<file path="config.mk">
export PLATFORM = sky130hd
export DESIGN_NAME = flash_stream_player_flat
export DESIGN_NICKNAME = d
export VERILOG_FILES = /design/src/rtl/flash_stream_player_if.sv /design/src/rtl/flash_stream_player.sv /design/src/flat_wrapper.sv
export SDC_FILE = /design/constraint.sdc
export NUM_CORES = 1
export LEC_CHECK = 0
export CORE_ASPECT_RATIO = 1.1
export CORE_MARGIN = 5
export CORE_UTILIZATION = 62
export DETAILED_ROUTE_END_ITERATION = 16
export PLACE_DENSITY = 0.85
export SYNTH_ARGS = -nofsm -noshare
export SYNTH_HDL_FRONTEND = slang
export SYNTH_SLANG_ARGS = --single-unit
</file>
<file path="constraint.sdc">
create_clock -name clk -period 9.9 [get_ports clk]
set_input_delay 1.485 -clock clk [delete_from_list [all_inputs] [get_ports clk]]
set_output_delay 1.485 -clock clk [all_outputs]
set_load 0.02 [all_outputs]
</file>
<file path="src/rtl/flash_stream_player_if.sv">
// Avalon-MM read channel between the flash stream player (master) and the flash controller (slave).
interface flash_stream_player_if #(
    parameter int ADDR_W = 23,
    parameter int DATA_W = 32
);
    logic              flash_mem_read;
    logic [ADDR_W-1:0] flash_mem_address;
    logic              flash_mem_waitrequest;
    logic [DATA_W-1:0] flash_mem_readdata;
    logic              flash_mem_readdatavalid;

    modport master (
        output flash_mem_read,
        output flash_mem_address,
        input  flash_mem_waitrequest,
        input  flash_mem_readdata,
        input  flash_mem_readdatavalid
    );

    modport slave (
        input  flash_mem_read,
        input  flash_mem_address,
        output flash_mem_waitrequest,
        output flash_mem_readdata,
        output flash_mem_readdatavalid
    );
endinterface

</file>
<file path="src/rtl/flash_stream_player.sv">
// Streams packed audio samples from flash between two word addresses, forward or reverse,
// through a small prefetch FIFO, emitting one sample per programmable rate tick.
module flash_stream_player #(
    parameter int ADDR_W     = 23,
    parameter int DATA_W     = 32,
    parameter int SAMPLE_W   = 8,
    parameter int DIV_W      = 16,
    parameter int FIFO_DEPTH = 4
) (
    input  logic                 clk,
    input  logic                 reset,
    input  logic                 enable,
    input  logic                 reverse,
    input  logic                 loop,
    input  logic [ADDR_W-1:0]    start_addr,
    input  logic [ADDR_W-1:0]    end_addr,
    input  logic [DIV_W-1:0]     rate_count,
    flash_stream_player_if.master mem,
    output logic [SAMPLE_W-1:0]  audio_out,
    output logic                 sample_strobe,
    output logic                 playing,
    output logic                 done,
    output logic                 underrun
);
    localparam int LANES  = DATA_W / SAMPLE_W;
    localparam int LANE_W = (LANES > 1) ? $clog2(LANES) : 1;
    localparam int FA_W   = $clog2(FIFO_DEPTH);
    localparam int CNT_W  = FA_W + 1;
    localparam logic [CNT_W-1:0]  DEPTH_M1  = CNT_W'(FIFO_DEPTH - 1);
    localparam logic [CNT_W-1:0]  DEPTH_C   = CNT_W'(FIFO_DEPTH);
    localparam logic [LANE_W-1:0] LAST_LANE = LANE_W'(LANES - 1);

    typedef enum logic [1:0] {IDLE, ISSUE, WAIT_DATA, DRAIN} state_t;

    state_t              state, state_nxt;
    logic                armed, aborting, pend, rev_q, loop_q;
    logic [ADDR_W-1:0]   ptr, start_q, end_q;
    logic [DATA_W-1:0]   fifo_mem [FIFO_DEPTH];
    logic [FA_W-1:0]     wr_ptr, rd_ptr;
    logic [CNT_W-1:0]    count;
    logic [LANE_W-1:0]   lane;
    logic [DIV_W-1:0]    div;

    logic kill, tick, pop_word, at_bound, space_after_push;
    logic start_go, empty_start, fin, accept, push, wrap, adv;

    // Lane order is ascending for forward play and descending for reverse play.
    function automatic logic [SAMPLE_W-1:0] lane_sample(input logic [DATA_W-1:0] word,
                                                        input logic [LANE_W-1:0] idx,
                                                        input logic              rev);
        logic [LANE_W-1:0] sel;
        sel = rev ? (LAST_LANE - idx) : idx;
        return word[int'(sel)*SAMPLE_W +: SAMPLE_W];
    endfunction

    assign mem.flash_mem_read    = (state == ISSUE);
    assign mem.flash_mem_address = ptr;

    // Once abort is seen it stays in force until the FSM is back in IDLE.
    assign kill             = aborting || (!enable && state != IDLE);
    assign tick             = playing && !kill && (div >= rate_count) &&
                              !(state == DRAIN && count == '0);
    assign pop_word         = tick && (count != '0) && (lane == LAST_LANE);
    assign at_bound         = rev_q ? (ptr == start_q) : (ptr == end_q);
    assign space_after_push = pop_word || (count < DEPTH_M1);

    always_comb begin
        state_nxt   = state;
        start_go    = 1'b0;
        empty_start = 1'b0;
        fin         = 1'b0;
        accept      = 1'b0;
        push        = 1'b0;
        wrap        = 1'b0;
        adv         = 1'b0;
        case (state)
            IDLE: begin
                if (enable && armed) begin
                    if (start_addr > end_addr) begin
                        empty_start = 1'b1;
                    end else begin
                        start_go  = 1'b1;
                        state_nxt = ISSUE;
                    end
                end
            end
            ISSUE: begin
                if (!mem.flash_mem_waitrequest) begin
                    accept    = 1'b1;
                    state_nxt = WAIT_DATA;
                end
            end
            WAIT_DATA: begin
                if (pend) begin
                    if (mem.flash_mem_readdatavalid) begin
                        if (kill) begin
                            state_nxt = IDLE;
                        end else begin
                            push = 1'b1;
                            if (at_bound && !loop_q) begin
                                state_nxt = DRAIN;
                            end else begin
                                wrap      = at_bound;
                                adv       = !at_bound;
                                state_nxt = space_after_push ? ISSUE : WAIT_DATA;
                            end
                        end
                    end
                end else if (kill) begin
                    state_nxt = IDLE;
                end else if (count < DEPTH_C) begin
                    state_nxt = ISSUE;
                end
            end
            DRAIN: begin
                if (kill) begin
                    state_nxt = IDLE;
                end else if (count == '0) begin
                    fin       = 1'b1;
                    state_nxt = IDLE;
                end
            end
            default: state_nxt = IDLE;
        endcase
    end

    always_ff @(posedge clk or negedge reset) begin
        if (!reset) begin
            state         <= IDLE;
            armed         <= 1'b1;
            aborting      <= 1'b0;
            pend          <= 1'b0;
            rev_q         <= 1'b0;
            loop_q        <= 1'b0;
            ptr           <= '0;
            wr_ptr        <= '0;
            rd_ptr        <= '0;
            count         <= '0;
            lane          <= '0;
            div           <= '0;
            audio_out     <= '0;
            sample_strobe <= 1'b0;
            playing       <= 1'b0;
            done          <= 1'b0;
            underrun      <= 1'b0;
        end else begin
            state         <= state_nxt;
            done          <= empty_start || fin;
            sample_strobe <= 1'b0;
            underrun      <= 1'b0;

            if (!enable)                  armed <= 1'b1;
            else if (empty_start || fin)  armed <= 1'b0;

            if (state_nxt == IDLE)                  aborting <= 1'b0;
            else if (!enable && state != IDLE)      aborting <= 1'b1;

            if (accept)                                               pend <= 1'b1;
            else if (state == WAIT_DATA && mem.flash_mem_readdatavalid) pend <= 1'b0;

            if (start_go) begin
                rev_q  <= reverse;
                loop_q <= loop;
                ptr    <= reverse ? end_addr : start_addr;
            end else if (wrap) begin
                ptr <= rev_q ? end_q : start_q;
            end else if (adv) begin
                ptr <= rev_q ? (ptr - ADDR_W'(1)) : (ptr + ADDR_W'(1));
            end

            if (start_go || !playing || div >= rate_count) div <= '0;
            else                                           div <= div + DIV_W'(1);

            if (start_go)          playing <= 1'b1;
            else if (kill || fin)  playing <= 1'b0;

            // Abort flushes the FIFO and silences the output.
            if (kill) begin
                wr_ptr    <= '0;
                rd_ptr    <= '0;
                count     <= '0;
                lane      <= '0;
                audio_out <= '0;
            end else begin
                if (push) wr_ptr <= wr_ptr + FA_W'(1);
                if (tick) begin
                    if (count != '0) begin
                        audio_out     <= lane_sample(fifo_mem[rd_ptr], lane, rev_q);
                        sample_strobe <= 1'b1;
                        if (pop_word) begin
                            lane   <= '0;
                            rd_ptr <= rd_ptr + FA_W'(1);
                        end else begin
                            lane <= lane + LANE_W'(1);
                        end
                    end else begin
                        underrun <= 1'b1;
                    end
                end
                if (push && !pop_word)      count <= count + CNT_W'(1);
                else if (!push && pop_word) count <= count - CNT_W'(1);
            end
        end
    end

    always_ff @(posedge clk) begin
        if (push) fifo_mem[wr_ptr] <= mem.flash_mem_readdata;
        if (start_go) begin
            start_q <= start_addr;
            end_q   <= end_addr;
        end
    end
endmodule

</file>
<file path="src/flat_wrapper.sv">
// flat-port wrapper written by rule: the top's interface ports become plain ports
module flash_stream_player_flat 
#(
    parameter int ADDR_W     = 23,
    parameter int DATA_W     = 32,
    parameter int SAMPLE_W   = 8,
    parameter int DIV_W      = 16,
    parameter int FIFO_DEPTH = 4
)
  (clk, reset, enable, reverse, loop, start_addr, end_addr, rate_count, audio_out, sample_strobe, playing, done, underrun, mem_flash_mem_read, mem_flash_mem_address, mem_flash_mem_waitrequest, mem_flash_mem_readdata, mem_flash_mem_readdatavalid);
  flash_stream_player_if #(.ADDR_W(ADDR_W), .DATA_W(DATA_W)) mem_i ();
  input  logic clk;
  input  logic reset;
  input  logic enable;
  input  logic reverse;
  input  logic loop;
  input  logic [ADDR_W-1:0] start_addr;
  input  logic [ADDR_W-1:0] end_addr;
  input  logic [DIV_W-1:0] rate_count;
  output logic [SAMPLE_W-1:0] audio_out;
  output logic sample_strobe;
  output logic playing;
  output logic done;
  output logic underrun;
  output wire logic [$bits(mem_i.flash_mem_read)-1:0] mem_flash_mem_read;
  output wire logic [$bits(mem_i.flash_mem_address)-1:0] mem_flash_mem_address;
  input wire logic [$bits(mem_i.flash_mem_waitrequest)-1:0] mem_flash_mem_waitrequest;
  input wire logic [$bits(mem_i.flash_mem_readdata)-1:0] mem_flash_mem_readdata;
  input wire logic [$bits(mem_i.flash_mem_readdatavalid)-1:0] mem_flash_mem_readdatavalid;
  assign mem_flash_mem_read = mem_i.flash_mem_read;
  assign mem_flash_mem_address = mem_i.flash_mem_address;
  assign mem_i.flash_mem_waitrequest = mem_flash_mem_waitrequest;
  assign mem_i.flash_mem_readdata = mem_flash_mem_readdata;
  assign mem_i.flash_mem_readdatavalid = mem_flash_mem_readdatavalid;
  flash_stream_player #(.ADDR_W(ADDR_W), .DATA_W(DATA_W), .SAMPLE_W(SAMPLE_W), .DIV_W(DIV_W), .FIFO_DEPTH(FIFO_DEPTH)) u_core (.clk(clk), .reset(reset), .enable(enable), .reverse(reverse), .loop(loop), .start_addr(start_addr), .end_addr(end_addr), .rate_count(rate_count), .mem(mem_i), .audio_out(audio_out), .sample_strobe(sample_strobe), .playing(playing), .done(done), .underrun(underrun));
endmodule
</file>
==> impl_metrics.tcl <==
set metrics [dict create \
    dpl_cell_area_um2 14100 \
    stdcell_count 1385 \
    synth-async-reset-ratio 0.278 \
    synthCells 977 \
    required_ps 10300 \
    cts_setup_buffers 0 \
    synth_seq_cells 241 \
    syn2layout_area_growth_pct 18.7 \
    drtIter0Drc 651 \
    grt_pass1_wl_um 45700 \
    antenna_found_initial 3 \
    clock_latency_ps 520 \
    wl_um 28600 \
    die_area_um2 23100 \
    design_area_um2 14800 \
    clock_skew_ps 11.4 \
    detail_route.wl_per_cell_um 20.7 \
    drv_cap 0 \
    hpwl_um 20000 \
    rsz0062_at_grt "false" \
    r2r_slack_ps 5550 \
    status "finished, final reports clean" \
    report.final.slew_viol_count 0 \
    synth_edf_count 174 \
    synth_warnings 0 \
    track_usage 0.245 \
    min_path_type "flip-flop to flip-flop" \
    ys.flop_type "edfxtp_1" \
    syn-num-nets 1147 \
    cp-end-kind "flip-flop" \
    swShare 0.358 \
    ir_drop_mv 0.240 \
    yosysUniqueCellTypes 62 \
    reg2reg_from "u_core.rev_q" \
    overflow 0 \
    crit_arrival_ps 5200 \
    clock_sinks 241 \
    io_buffers 136 \
    num_vias 8467 \
    path_class "input port to flip-flop" \
    dr.pass1.iters 5 \
    ant_nets 0 \
    p_int_uw 2350 \
    clkPwrFrac 0.232 \
    hold_depth 2 \
    max_freq_mhz 208 \
    row_count 54 \
    grt_pass1_vias 8591 \
    fin_nets 1284 \
    layout-drive-gt1-share 0.0893 \
    syn_area_per_cell_um2 12.8 \
    setup_viol 0 \
    cts-hold-fix-buffers 0 \
    clkTransAtPathRegs_ps 60 \
    coreArea_um2 19900 \
    fin_crit_sh 0.485 \
    fillers 1316 \
    cts-root-buf "clkbuf_16" \
    cp-start-kind "input port" \
    tns_ps 0 \
    reg2reg_depth 10 \
    gp_congestion 0.876 \
    slew_headroom 0.249 \
    powerDensity_nw_per_um2 247 \
    hold_end "u_core.armed" \
    dieWidth_um 145 \
    drc 0 \
    power_uw 3660 \
    dp.cells 1340 \
    p_sw_uw 1310 \
    clockBufferDepth 3 \
    cts_tree "yes" \
    viasPerCell 6.11 \
    worst_pin_slew_ps 1120 \
    finalCriticalPeriod_ps 4800 \
    cts_made_buffers 24 \
    cts_htree_levels 1 \
    start_util 0.629 \
    grt_max_degree 68 \
    crit_fanout 23 \
    p_leak_uw 0.00569 \
    ctsResizeCount 0 \
    seq_power_share 0.368 \
    fp.dieH_um 159 \
    rr_endpoint "u_core.mem.flash_mem_address[9]" \
    io_pins 137 \
    ys_seq_area_frac 0.553 \
    hp-start "u_core.armed" \
    pwr-share-comb 0.399 \
    finalHoldViolCount 0 \
    synth_area_um2 12500 \
]
## state kept, by name (all words and copies together), names as in the netlist, 2 cells and up
signal	flops
u_core.start_q	23
u_core.state	2
u_core.rd_ptr	2
u_core.end_q	23
u_core.fifo_mem	128
u_core.wr_ptr	2
u_core.lane	2
u_core.count	3
u_core.audio_out	8
u_core.mem.flash_mem_address	23
u_core.div	16
## layout make-up
type                       instances  area (µm²)  share of cell area
clock buffer                      32         662              0.0446
clock inverter                    11        70.1             0.00473
sequential                       241        6910               0.466
inverter                          57         214              0.0144
antenna                            2        5.00            0.000338
multi-input combinational        642        5200               0.351
tap                              252         315              0.0213
timing repair buffer             148        1450              0.0977
## critical path: stages
cell	delay, ps
clkdlybuf4s50_1	480
nor2_1	60
nor2_1	840
nand2_1	220
and3b_1	780
nand2_1	200
ha_1	290
fa_1	390
xnor2_1	140
nor2_1	120
xnor2_1	140
nor2_1	60
## kinds of logic (layout without fill, tap and decap cells)
logic type	Yosys count	count (layout)	synth area share
AOI/OAI and AO/OA	176	176	0.0915
DFF	241	241	0.553
and+or+nand+nor	232	232	0.0871
adders and majority gates	69	69	0.0703
buffers and inverters	94	248	0.0315
muxes	107	107	0.126
other	0	2	0
xor gates and xnor gates	58	58	0.0407
## placed cells by master (no fill, tap or decap), types with 3 or more instances in the layout
cell type / Yosys / layout
ha_1: 67 / 67
nand3_1: 21 / 21
nor2_1: 74 / 74
o211ai_1: 11 / 11
a21o_1: 9 / 9
o21a_1: 6 / 6
nand2_1: 67 / 67
a21oi_1: 36 / 36
clkdlybuf4s50_1: 0 / 135
nand2b_1: 6 / 6
nor2b_1: 9 / 9
nand4_1: 10 / 10
o22ai_1: 3 / 3
nor3b_1: 3 / 3
o221ai_1: 4 / 4
edfxtp_1: 174 / 174
mux2i_1: 62 / 62
o21ai_0: 50 / 50
clkbuf_16: 0 / 25
mux2_2: 5 / 5
and3_1: 8 / 8
or3_1: 4 / 4
dfrtp_1: 66 / 63
inv_1: 56 / 56
and2_1: 7 / 7
clkbuf_1: 21 / 6
nor4_1: 5 / 5
o21ai_1: 6 / 6
nor3_1: 9 / 8
mux4_2: 40 / 40
o31ai_1: 3 / 3
a221o_1: 12 / 12
xnor2_1: 38 / 38
clkinv_1: 0 / 8
a211oi_1: 10 / 10
a31oi_1: 5 / 5
xor2_1: 20 / 20
buf_4: 1 / 13
## cells in the mapped netlist (all sizes together), types with 7 or more instances
cell type,instances,area (µm²)
edfxtp,174,5230
xnor2,38,333
a221o,12,120
nor2,75,284
a211oi,10,75.1
dfrtp,66,1650
clkbuf,21,78.8
o21ai,56,280
buf,16,101
ha,67,838
a21o,9,67.6
a21oi,36,180
nor3,10,55.1
and2,7,43.8
nand3,22,123
and3,8,50.1
inv,57,214
nand4,10,62.6
nor2b,9,56.3
mux2i,62,621
xor2,20,175
o211ai,11,82.6
nand2,67,251
mux4,40,901
## routing by layer
| metal | routed length, µm | vias up | track usage |
|---|---|---|---|
| met1 | 11300 | 4153 | 0.316 |
| met4 | 915 | 2 | 0.0831 |
| li1 | - | 3953 | - |
| met2 | 14800 | 283 | 0.425 |
| met5 | 13 | - | 0 |
| met3 | 1660 | 76 | 0.0399 |
## per-stage QoR
| stage | util | setup slack, ps | hold slack [ps] |
|---|---|---|---|
| 3_5_place_dp | 0.709 | 4610 | 495 |
| 3_3_place_gp | 0.709 | 4770 | 475 |
| 5_1_grt | 0.746 | 4740 | 525 |
| 6_report | 0.746 | 5100 | 494 |
| 4_1_cts | 0.746 | 5100 | 504 |
| 2_1_floorplan | - | 5560 | 456 |
## worst max path at each step
| stage | startpoint | end | slack [ps] | cells past startpoint |
|---|---|---|---|---|
| after floorplan | end_addr[8] | u_core.mem.flash_mem_address[11] | 5560 | 14 |
| after global placement | end_addr[8] | u_core.mem.flash_mem_address[9] | 4770 | 14 |
| after detailed placement | enable | u_core.count[2] | 4610 | 12 |
| final | enable | u_core.count[2] | 5100 | 12 |
| after CTS | enable | u_core.count[2] | 5100 | 12 |
| after global routing | enable | u_core.count[2] | 4740 | 12 |
## power by group through the flow
| stage | logic [µW] | clock network, µW | registers [µW] |
|---|---|---|---|
| after detailed placement | 1440 | 0 | 1360 |
| after CTS | 1450 | 865 | 1340 |
| after floorplan | 1000 | 0 | 1360 |
| final | 1460 | 850 | 1350 |
| after global routing | 1600 | 908 | 1360 |
| after global placement | 1410 | 0 | 1360 |
No activity file was read; power rests on OpenSTA's default activity.
==> RTL change 1: new RTL, same settings <==
`SAMPLE_W` is set to 8 in 2 places; all go to 4.
--- a/src/rtl/flash_stream_player.sv
+++ b/src/rtl/flash_stream_player.sv
@@ -3,7 +3,7 @@
 module flash_stream_player #(
     parameter int ADDR_W     = 23,
     parameter int DATA_W     = 32,
-    parameter int SAMPLE_W   = 8,
+    parameter int SAMPLE_W   = 4,
     parameter int DIV_W      = 16,
     parameter int FIFO_DEPTH = 4
 ) (
--- a/src/flat_wrapper.sv
+++ b/src/flat_wrapper.sv
@@ -3,7 +3,7 @@
 #(
     parameter int ADDR_W     = 23,
     parameter int DATA_W     = 32,
-    parameter int SAMPLE_W   = 8,
+    parameter int SAMPLE_W   = 4,
     parameter int DIV_W      = 16,
     parameter int FIFO_DEPTH = 4
 )
Interface: changed (resized audio_out); port bits go from 137 to 133. The function was not compared with the original's and may differ.
==> RTL change 1 against the unedited design <==
  * Highest routed layer unchanged
  * Clock skew increased by 5.1 ps
  * Design area is 2.2% higher
  * Largest cell class unchanged
  * Largest power group unchanged
  * Critical path depth down 1
  * Routed wire length increased by 6.2%
  * Sequential cell count fell by 3
  * Count of clock-buffer cells in the layout increased by 2
  * Cell count grew 0.94%
  * Area after synthesis is 1.6% higher
  * Critical path type unchanged
  * Worst setup slack improved by 350 ps
  * Total power rose by 6.1%
==> RTL change 1: results <==
set metrics [dict create \
    grtUsageMet1_pct 33.0 \
    gp_congestion 0.897 \
    cp_max_fo 33 \
    r2r_slack_ps 5720 \
    cts_resized 0 \
    first_pass_iters 5 \
    leakage_nw 5.85 \
    yosysWarnings 0 \
    met2_usage_pct 44.8 \
    hold_class "reg2reg" \
    synth_common_cells "edfxtp_1 (174), mux2i_1 (74), ha_1 (68)" \
    cp.arrival_ps 4890 \
    cp-endpoint "u_core.div[5]" \
    synth-compound-area-share_pct 8.82 \
    postCtsSetupBuffers 0 \
    yosys_most_used_dff "edfxtp_1" \
    synthTopCellsByArea "edfxtp_1 (41%), dfrtp_1 (12%), mux4_2 (7.1%), ha_1 (6.7%), mux2i_1 (5.8%)" \
    cts.htree.levels 1 \
    synthesis.nets 1157 \
    crit_start "end_addr[11]" \
    synth_xor_area_share_pct 3.87 \
    synthArstFlopShare_pct 26.9 \
    root_buffer "clkbuf_16" \
    wl_met3_mm 2.14 \
    grt_max_degree 65 \
    syn_inst 986 \
    peakVddDrop_v 0.000173 \
    clockBufferDepth 3 \
    status "finished clean" \
    antenna_found_initial 1 \
    holdPathStages 2 \
    drive_gt1_share_pct 10.1 \
    reg2regPathDepth 9 \
    vias_per_cell 6.19 \
    synth_edf_count 174 \
    worstHoldStart "u_core.armed" \
    grt_pass1_wl_mm 47.8 \
    route.met2.wl_mm 15.3 \
    grt_pass1_vias 8756 \
    grtUsageTotal_pct 25.7 \
    nets 1297 \
    yosys-mux-area-fraction_pct 13.4 \
    portBuffers 132 \
    drt_iter0_markers 588 \
    tightest_slew_ps 1240 \
    m1WireLength_mm 12.1 \
    grtUsageMet3_pct 5.16 \
    dp_hpwl_mm 20.3 \
    fillCellCount 1283 \
    yosys.area_share.adder_pct 7.02 \
    wl_per_cell_um 21.8 \
    cap_viol_max_count 0 \
    largest_register_ffs 128 \
    rr_endpoint "u_core.mem.flash_mem_address[20]" \
    fin_worst_skew_ps 16.5 \
    synth_cell_type_count 75 \
    cts_buffers 25 \
    clock_latency_ps 530 \
    seq_area_frac_synth_pct 53.8 \
    min_delay_worst_endpoint "u_core.armed" \
]
==> RTL change 1: where the power goes <==
part	total [mW]	leakage (nW)	internal, mW	switching, mW
combinational	1.55	3.01	0.690	0.855
sequential	1.32	2.40	1.18	0.139
clock	1.01	0.431	0.630	0.382
==> RTL change 1: layout make-up <==
type / count / area, sq um / share of cell area, %
Sequential cell: 238 / 6830 / 45.1
Multi-Input combinational cell: 652 / 5470 / 36.1
Timing Repair Buffer: 145 / 1410 / 9.33
Clock buffer: 34 / 669 / 4.42
Tap cell: 252 / 315 / 2.08
Inverter: 64 / 240 / 1.59
Clock inverter: 12 / 213 / 1.40
Antenna cell: 1 / 2.50 / 0.0165
==> RTL change 1: worst max-delay path, stage by stage <==
cell and delay [ps]:
clkdlybuf4s50_1 520, inv_1 60, ha_1 290, nand4_1 160, nor4_1 580, o211ai_1 240
o2111ai_1 190, a21o_1 170, buf_4 370, nand3_1 530, nor2_1 250
==> RTL change 1: kinds of logic (layout without fill, tap and decap cells) <==
| group | after synthesis | in the layout |
|---|---|---|
| other | 0 | 1 |
| flip-flops | 238 | 238 |
| adder cells (fa/ha/maj) | 70 | 70 |
| multiplexers | 119 | 119 |
| AO/OA/AOI/OAI | 167 | 167 |
| buffers and inverters | 96 | 255 |
| XOR/XNOR | 56 | 56 |
| AND/OR/NAND/NOR | 240 | 240 |
==> RTL change 1: through the flow <==
stage	hold WS, ps	utilization, %	worst slack [ps]	instances	area, sq um
6_report	487	75.8	5440	1398	15200
5_1_grt	523	75.8	5290	1397	15200
4_1_cts	486	75.8	5570	1397	15200
3_5_place_dp	478	71.4	5030	1351	14300
3_3_place_gp	474	71.4	5110	1351	14300
2_1_floorplan	463	-	5020	986	12700
==> RTL change 2: new RTL, config.mk and constraints unchanged <==
Made on the original files. Register the output `underrun` once more; this adds one clock of latency there. The other outputs are not delayed to match.
--- a/src/rtl/flash_stream_player.sv
+++ b/src/rtl/flash_stream_player.sv
@@ -32,6 +32,8 @@
 
     typedef enum logic [1:0] {IDLE, ISSUE, WAIT_DATA, DRAIN} state_t;
 
+    logic underrun_s0;
+
     state_t              state, state_nxt;
     logic                armed, aborting, pend, rev_q, loop_q;
     logic [ADDR_W-1:0]   ptr, start_q, end_q;
@@ -142,12 +144,12 @@
             sample_strobe <= 1'b0;
             playing       <= 1'b0;
             done          <= 1'b0;
-            underrun      <= 1'b0;
+            underrun_s0   <= 1'b0;
         end else begin
             state         <= state_nxt;
             done          <= empty_start || fin;
             sample_strobe <= 1'b0;
-            underrun      <= 1'b0;
+            underrun_s0   <= 1'b0;
 
             if (!enable)                  armed <= 1'b1;
             else if (empty_start || fin)  armed <= 1'b0;
@@ -194,7 +196,7 @@
                             lane <= lane + LANE_W'(1);
                         end
                     end else begin
-                        underrun <= 1'b1;
+                        underrun_s0 <= 1'b1;
                     end
                 end
                 if (push && !pop_word)      count <= count + CNT_W'(1);
@@ -210,5 +212,9 @@
             end_q   <= end_addr;
         end
     end
+    always_ff @(posedge clk) begin
+        underrun <= underrun_s0;
+    end
+
 endmodule
 
Behaviour: not the same (a bounded check fails within 4 cycles, from zero or initial values and one cycle with reset low).
==> RTL change 2 against the unedited design <==
  * First-iteration DRC count down 11%
  * Worst hold slack worse by 150 ps
  * Worst setup slack better by 62 ps
  * Area after synthesis up 0.16%
  * Design area up 0.62%
  * Routed wire length up 0.59%
  * Sequential cell count up 1
  * Register-to-register slack worse by 250 ps
  * Total power up 1.8%
==> RTL change 2: results <==
set metrics [dict create \
    peakVddDrop_v 0.000234 \
    top_register "u_core.fifo_mem" \
    synth_edf_count 174 \
    synthesis.nets 1148 \
    tightest_slew_ps 1140 \
    switching_share_pct 35.4 \
    drive_gt1_share_pct 9.60 \
    vias_per_cell 6.04 \
    synth_common_cells "edfxtp_1 (174), nor2_1 (74), ha_1 (67), nand2_1 (67), dfrtp_1 (66)" \
    postCtsSetupBuffers 0 \
    fin_worst_skew_ps 8.59 \
    dp_hpwl_mm 19.9 \
    cts_buffers 25 \
    cp_max_fo 23 \
    num_antenna_cells 0 \
    clockBufferDepth 3 \
    clock_latency_ps 510 \
    seq_area_frac_synth_pct 55.3 \
    hold_viol 0 \
    gp_congestion 0.896 \
    leakage_nw 5.73 \
    portBuffers 136 \
    grt_max_degree 68 \
    antenna_found_initial 4 \
    wl_per_cell_um 20.8 \
    cts.htree.levels 1 \
    hold_class "reg2reg" \
    status "finished clean" \
    largest_register_ffs 128 \
    root_buffer "clkbuf_16" \
    first_pass_iters 5 \
    synthTopCellsByArea "edfxtp_1 (42%), dfrtp_1 (13%), mux4_2 (7.2%), ha_1 (6.7%), mux2i_1 (5.0%)" \
    cts_resized 0 \
    grtUsageTotal_pct 24.4 \
    grt_pass1_wl_mm 45.7 \
    fillCellCount 1301 \
    cts.clk_slew.worst_paths_ps 60 \
    drt_iter0_markers 578 \
    pre_cts_ws_ps 4630 \
    synthArstFlopShare_pct 27.7 \
    grt_pass1_vias 8690 \
    nets 1287 \
    yosysWarnings 0 \
    cp.arrival_ps 5130 \
    synth_cell_type_count 63 \
]
==> RTL change 2: changes by cell type in the layout (fill, tap and decap cells not counted), sizes merged <==
cell and delta:
diode -2, dfxtp +1, buf +1, clkbuf -1
clkinvlp +2, clkinv -2, inv +1, bufinv +2
==> RTL change 2: cells by family after synthesis <==
group           Yosys count  share of synthesized area (%)
fa+ha+maj                69                           7.02
simple gates            232                           8.70
compound gates          176                           9.14
xor+xnor                 58                           4.06
flops                   242                           55.3
buf+inv                  94                           3.15
mux                     107                           12.6
==> RTL change 2: path summary, 6_finish.rpt <==
| kind | from | endpoint | slack (ps) | cells after the start |
|---|---|---|---|---|
| min reg2reg | u_core.underrun_s0 | u_core.underrun | 350 | 0 |
| min in group asynchronous | reset | u_core.audio_out[6] | 1180 | 2 |
| max in group asynchronous | reset | u_core.rev_q | 8020 | 2 |
| max | rate_count[9] | u_core.count[2] | 5160 | 16 |
| max reg2reg | u_core.rev_q | u_core.mem.flash_mem_address[11] | 5300 | 10 |
| min | u_core.underrun_s0 | u_core.underrun | 350 | 0 |
==> RTL change 2: layer usage <==
layer | part of all wire [%] | GRT usage [%] | vias to the layer above
met5 | 0.18 | 0 | -
met4 | 2.6 | 6.53 | 8
met3 | 6.4 | 4.10 | 61
met2 | 52 | 45.0 | 279
met1 | 38 | 29.7 | 4069
li1 | - | - | 3961
==> RTL change 2: final cells by class <==
cell class | instances | share of cell area, %
flip-flops and latches | 242 | 46.4
multi-input cells | 642 | 34.9
inverters | 57 | 1.43
clock buffers | 31 | 4.34
well taps | 252 | 2.11
repair buffers | 149 | 9.75
clock inverters | 14 | 0.998
==> RTL change 2: critical path, stage by stage <==
cell,delay (ps)
clkdlybuf4s50_1,450
inv_1,50
ha_1,300
a21oi_1,70
o21ai_0,240
a2111oi_0,110
o21ai_0,100
a221o_1,240
and3b_1,730
nand2_1,200
ha_1,290
fa_1,380
xnor2_1,130
nor2_1,140
xnor2_1,150
nor2_1,60
==> RTL change 2: per-stage QoR <==
step	instances	power, mW	hold slack (ps)	cell area [sq um]
CTS	1387	3.73	348	14900
floorplan	978	2.36	324	12500
global placement	1342	2.76	329	14100
global route	1387	3.93	370	14900
finish	1387	3.72	346	14900
detailed placement	1342	2.80	332	14100
==> RTL change 2: power by group through the flow <==
stage / sequential [mW] / clock (mW) / combinational, mW
floorplan: 1.36 / 0 / 1.00
global placement: 1.35 / 0 / 1.41
detailed placement: 1.36 / 0 / 1.44
CTS: 1.34 / 0.935 / 1.45
global route: 1.36 / 0.977 / 1.59
finish: 1.34 / 0.919 / 1.46
